--- config.mk ---
export PLATFORM = sky130hd
export DESIGN_NAME = instr_fetch
export DESIGN_NICKNAME = d
export VERILOG_FILES = /design/src/rtl/instr_fetch_pkg.sv /design/src/rtl/instr_fetch_pc_next.sv /design/src/rtl/instr_fetch.sv
export SDC_FILE = /design/constraint.sdc
export NUM_CORES = 1
export LEC_CHECK = 0
export CAP_MARGIN = 20
export CORE_MARGIN = 8
export CORE_UTILIZATION = 40
export CTS_BUF_LIST = sky130_fd_sc_hd__clkbuf_16
export CTS_CLUSTER_SIZE = 40
export DETAILED_ROUTE_END_ITERATION = 16
export PLACE_DENSITY = 0.68
export SETUP_SLACK_MARGIN = 0.02
export SYNTH_ARGS = -nofsm -noshare
export SYNTH_HDL_FRONTEND = slang
export SYNTH_HIERARCHICAL = 1
export SYNTH_SLANG_ARGS = --single-unit
export TNS_END_PERCENT = 30
--- constraint.sdc ---
create_clock -name clk_i -period 2.6 [get_ports clk_i]
set_input_delay 0.65 -clock clk_i [delete_from_list [all_inputs] [get_ports clk_i]]
set_output_delay 0.65 -clock clk_i [all_outputs]
set_load 0.01 [all_outputs]
--- src/rtl/instr_fetch_pkg.sv ---
// Shared definitions for the instruction-fetch unit: FSM encoding, PC width,
// reset vector default and the opcode/funct values decoder-side control keys on.
package instr_fetch_pkg;

    localparam int PC_W = 32;
    localparam logic [PC_W-1:0] RESET_PC_DEFAULT = 32'h0000_0000;

    typedef enum logic [1:0] {
        ST_START = 2'd0,
        ST_FETCH = 2'd1,
        ST_VALID = 2'd2,
        ST_DRAIN = 2'd3
    } fetch_state_t;

    // Control-transfer encodings (opcode in [31:26], funct in [5:0])
    localparam logic [5:0] OP_SPECIAL = 6'h00;
    localparam logic [5:0] OP_J       = 6'h02;
    localparam logic [5:0] OP_JAL     = 6'h03;
    localparam logic [5:0] OP_BEQ     = 6'h04;
    localparam logic [5:0] OP_BNE     = 6'h05;
    localparam logic [5:0] FUNCT_JR   = 6'h08;

    function automatic logic [PC_W-1:0] word_align(input logic [PC_W-1:0] addr);
        return addr & ~32'h0000_0003;
    endfunction

endpackage

--- src/rtl/instr_fetch_pc_next.sv ---
// Next fetch address: sequential pc+4 (wrapping modulo 2^32) or the
// word-aligned redirect target.
module pc_next
    import instr_fetch_pkg::*;
(
    input  logic [PC_W-1:0] pc,
    input  logic            redirect,
    input  logic [PC_W-1:0] target,
    output logic [PC_W-1:0] next_pc
);

    assign next_pc = redirect ? word_align(target) : pc + 32'd4;

endmodule

--- src/rtl/instr_fetch.sv ---
// Single-outstanding-request instruction fetch unit with redirect handling;
// a redirect that cannot cancel an in-flight read is parked until the ack.
module instr_fetch
    import instr_fetch_pkg::*;
#(
    parameter logic [PC_W-1:0] RESET_PC = RESET_PC_DEFAULT
) (
    input  logic            clk_i,
    input  logic            rst_i,
    output logic            imem_req_o,
    output logic [PC_W-1:0] imem_addr_o,
    input  logic            imem_ack_i,
    input  logic [31:0]     imem_data_i,
    output logic [31:0]     instr_o,
    output logic [PC_W-1:0] pc_o,
    output logic [PC_W-1:0] pc_plus4_o,
    output logic            instr_valid_o,
    input  logic            instr_ready_i,
    input  logic            redirect_i,
    input  logic [PC_W-1:0] redirect_pc_i
);

    fetch_state_t    state, state_n;
    logic            req_n;
    logic [PC_W-1:0] addr_n;
    logic [PC_W-1:0] pending_pc, pending_n;
    logic [PC_W-1:0] fetch_pc;
    logic [PC_W-1:0] next_pc;
    logic            capture;
    logic            drop_valid;

    pc_next u_pc_next (
        .pc       (pc_o),
        .redirect (redirect_i),
        .target   (redirect_pc_i),
        .next_pc  (next_pc)
    );

    always_comb begin
        state_n    = state;
        req_n      = imem_req_o;
        addr_n     = imem_addr_o;
        pending_n  = pending_pc;
        capture    = 1'b0;
        drop_valid = 1'b0;
        case (state)
            ST_START: begin
                state_n = ST_FETCH;
                req_n   = 1'b1;
                addr_n  = fetch_pc;
            end
            ST_FETCH: begin
                if (imem_ack_i && redirect_i) begin
                    addr_n = next_pc;
                end else if (imem_ack_i) begin
                    capture = 1'b1;
                    req_n   = 1'b0;
                    state_n = ST_VALID;
                end else if (redirect_i) begin
                    // Read cannot be cancelled; keep it on the bus and park the target
                    pending_n = next_pc;
                    state_n   = ST_DRAIN;
                end
            end
            ST_VALID: begin
                if (redirect_i || instr_ready_i) begin
                    drop_valid = 1'b1;
                    req_n      = 1'b1;
                    addr_n     = next_pc;
                    state_n    = ST_FETCH;
                end
            end
            ST_DRAIN: begin
                if (redirect_i) begin
                    pending_n = next_pc;
                end
                if (imem_ack_i) begin
                    addr_n  = redirect_i ? next_pc : pending_pc;
                    state_n = ST_FETCH;
                end
            end
            default: begin
                state_n = ST_START;
                req_n   = 1'b0;
            end
        endcase
    end

    always_ff @(posedge clk_i) begin
        if (rst_i) begin
            state         <= ST_START;
            imem_req_o    <= 1'b0;
            imem_addr_o   <= '0;
            pending_pc    <= '0;
            fetch_pc      <= RESET_PC;
            instr_valid_o <= 1'b0;
            instr_o       <= '0;
            pc_o          <= '0;
            pc_plus4_o    <= '0;
        end else begin
            state       <= state_n;
            imem_req_o  <= req_n;
            imem_addr_o <= addr_n;
            pending_pc  <= pending_n;
            fetch_pc    <= addr_n;
            if (capture) begin
                instr_valid_o <= 1'b1;
                instr_o       <= imem_data_i;
                pc_o          <= imem_addr_o;
                pc_plus4_o    <= imem_addr_o + 32'd4;
            end else if (drop_valid) begin
                instr_valid_o <= 1'b0;
            end
        end
    end

endmodule

==> results.md <==
* Post-Syn Nets at 1027
* Slew headroom at 63.6%
* Endpoints failing hold at 0
* Slew @ Worst Pin at 546 ps
* CTS Buf Count at 17
* Nets at 1218
* Clock root buffer: clkbuf_16
* Ys async rst share at 0%
* Worst Setup End Kind: flip-flop
* # Max-Cap Violations at 0
* First-pass GRT wire length at 38.1 mm
* Die area at 23600 um^2
* Final Cycle Share at 95.2%
* Sw Share at 26.2%
* DR WL/cell at 17.2 um
* Multi-input gate area at 3990 um^2
* Synth unique cells at 56
* GRT met1 Usage at 23.7%
* Pwr Density at 580 nW/um^2
* Setup repair bufs after CTS at 0
* P_leak at 0.00376 uW
* Origin of the worst min-delay path: pending_pc[21]$_SDFFE_PP0P_
* Gr busiest metal: met2
* Area Overhead vs Synth at 39.9%
* Min Hold Slack at 452 ps
* Clock share of power at 42.3%
* Maximum vdd drop at 0.479 mV
* Synth Register Bits at 162
* Internal power at 4540 uW
* Setup TNS at 0 ps
* Outcome: completed
* Layout filler cell count at 1709
* R2R Setup Slk at 120 ps
* Yosys warns at 6
* Most frequent CP cell: or4_1
* Placer Congestion at 0.899
* Critical path, cell by cell: ha_1 -> nand3_1 -> or4_1 -> or4_1 -> a31oi_1 -> mux2i_1 -> a211oi_1
* Switching power at 1610 uW
* Diode count at 0
* Commonest non-fill, non-tap cells in the layout: 232 x nand2_1, 194 x clkdlybuf4s50_1, 162 x dfxtp_1
* Die width at 154 um
* Met2 Resource Use GR at 31.7%
* Longest Clk Path Bufs at 2
* Hold WC Path Type: flip-flop to flip-flop
* Clock Latency Late Sink at 420 ps
* Core area at 18600 um^2
* Die height at 154 um
* GR Util met3 at 8.32%
* Std-Cell Rows at 50
* Clk slew on worst S/H paths at 70 ps
* Worst r2r src: pc_o[3]$_SDFFE_PP0P_
* Starting DRT DRC Count at 444
* Combinational Power Share at 13.7%
* Post-CTS Hold Fix Bufs at 0
* Initial DRT Pass Iterations at 6
* F_max at 0.404 GHz
* Ports at 199
* R2r worst-path depth at 7
* Vias in the first global route at 7018
* TritonCTS clock tree: built
* Share of layout cells above drive strength 1 at 9.31%
* Final min period at 2480 ps
* Final worst setup slack at 125 ps
* Hold EP: pending_pc[21]$_SDFFE_PP0P_
* Slowest cell on crit path: or4_1
* Largest net degree at the start of global routing at 65
* Avg Cell Area, Syn at 7.93 um^2
* Clk sinks at 162
* Post-Syn Instances at 956
* Final antenna-violating net count at 0
* RSZ-0062 raised after global routing: false
* Crit path kind: flip-flop to flip-flop
* Post-synth top flop: dfxtp_1
* Critical path required time at 2940 ps
* H-tree depth at 4
* Seq pwr share at 44.0%
* Number of buffers added on ports at 196
* Worst-path maximum fanout at 3
* Buf/Inv on CP at 0
* Initial antenna violation count at 0
* Initial core utilization at 40.7%
* CP arrival at 2820 ps
* Post-synth EDFFs at 0
* Grt total ovfl at 0
* Pre-CTS setup slack at 149 ps
* CP startpoint kind: flip-flop
* Largest stage delay, worst path at 630 ps
* R2r endpoint: fetch_pc[30]$_SDFFE_PP0P_
* DR DRC count at 0
* Final setup violation count at 0
* Reg area at 3240 um^2
* Clk_skew at 8.16 ps
* Cell area after synthesis at 7580 um^2
* Post-DP HPWL at 17.0 mm
* Via count at 7367
* Post-route cell area at 10600 um^2
* Commonest non-fill, non-tap cell in the layout: nand2_1
* Crit path max-delay family: simple AND/OR/NAND/NOR gates
* Global-route usage over all layers at 20.0%
* Pins over their slew limit at 0
* Hold depth at 2
* DR vias/cell at 5.28
* Sequential share of the synthesized area at 42.8%
* Post-Route WL at 24.0 mm
* Placed cell areas at 10000 um^2
[Yosys cell counts, drive strengths merged, types with 2 or more instances]
cell | instances | area [um^2]
and3 | 9 | 56.3
clkdlybuf4s15 | 2 | 22.5
nand3b | 3 | 22.5
nand2b | 3 | 18.8
a21oi | 102 | 522
mux2 | 2 | 22.5
or4 | 6 | 45.0
mux2i | 32 | 320
xnor2 | 21 | 184
a211oi | 58 | 465
nand4 | 17 | 149
dfxtp | 162 | 3240
nor4 | 6 | 43.8
nor3 | 13 | 80.1
buf | 29 | 156
xor2 | 20 | 175
nor2b | 4 | 25.0
o21ai | 24 | 120
or4b | 2 | 20.0
and4 | 7 | 61.3
o31ai | 4 | 30.0
or3 | 7 | 43.8
nor2 | 85 | 319
nand3 | 26 | 135
nand2 | 232 | 871
a31oi | 10 | 62.6
ha | 2 | 25.0
inv | 7 | 26.3
nor4b | 2 | 32.5
o211ai | 2 | 15.0
clkbuf | 44 | 166
[registers in the layout (all words and copies together), names as in the netlist]
signal	count
fetch_pc	32
imem_req_o	1
instr_o	32
instr_valid_o	1
pc_o	32
pc_plus4_o	30
pending_pc	32
state	2
[routing by layer]
| layer | vias up | wire, um |
|---|---|---|
| met5 | - | 0 |
| met4 | 0 | 610 |
| met3 | 33 | 2220 |
| met2 | 210 | 11000 |
| met1 | 3427 | 10200 |
| li1 | 3697 | - |
[worst max path at each step]
| stage | start | to | slack [ps] | cells past startpoint |
|---|---|---|---|---|
| 2_1_floorplan | pc_o[2]$_SDFFE_PP0P_ | fetch_pc[22]$_SDFFE_PP0P_ | 230 | 8 |
| 3_3_place_gp | imem_ack_i | fetch_pc[28]$_SDFFE_PP0P_ | 180 | 7 |
| 3_5_place_dp | pc_o[3]$_SDFFE_PP0P_ | fetch_pc[28]$_SDFFE_PP0P_ | 150 | 7 |
| 4_1_cts | pc_o[3]$_SDFFE_PP0P_ | fetch_pc[26]$_SDFFE_PP0P_ | 130 | 7 |
| 5_1_grt | pc_o[3]$_SDFFE_PP0P_ | fetch_pc[28]$_SDFFE_PP0P_ | 60 | 7 |
| 6_report | pc_o[3]$_SDFFE_PP0P_ | fetch_pc[30]$_SDFFE_PP0P_ | 120 | 7 |
[worst reg2reg max path, cell delays in order (launching register included)]
cell,delay (ps)
dfxtp_1,340
ha_1,220
nand3_1,200
or4_1,630
or4_1,410
a31oi_1,260
mux2i_1,110
a211oi_1,220
[timing repair]
action / CTS / global route
endpoints found under the setup margin: 0 / 4
hold endpoints to repair: 0 / 0
gates resized for setup: 0 / 1
[through the flow]
step                utilization (%)  power, uW  cells
finish                         56.9       6150   1394
CTS                            56.9       6210   1394
global placement               53.6       3590   1362
floorplan                         -       3150    956
global route                   56.9       6410   1394
detailed placement             53.6       3610   1362
[power groups by stage]
stage / logic (uW) / clock network (uW) / registers (uW)
floorplan: 369 / 0 / 2780
global placement: 839 / 0 / 2760
detailed placement: 847 / 0 / 2760
CTS: 850 / 2650 / 2700
global route: 919 / 2770 / 2720
finish: 841 / 2600 / 2700
[cell type report]
cell class              instances  share of cell area, %
well taps                     234                   2.76
clock buffers                  17                   4.01
inverters                       8                  0.283
flip-flops and latches        162                   30.6
repair buffers                247                   23.1
clock inverters                15                   1.72
multi-input cells             711                   37.6
[logic make-up (layout without fill, tap and decap cells)]
logic type                 after synthesis  in the layout  synth area share (%)
muxes                                   34             34                  4.52
buffers and inverters                   83            287                  4.95
DFF                                    162            162                  42.8
adders and majority gates                2              2                 0.330
and+or+nand+nor                        426            426                  25.8
xor gates and xnor gates                41             41                  4.73
AOI/OAI and AO/OA                      208            208                  16.9
(Power assumes the default switching activity.)
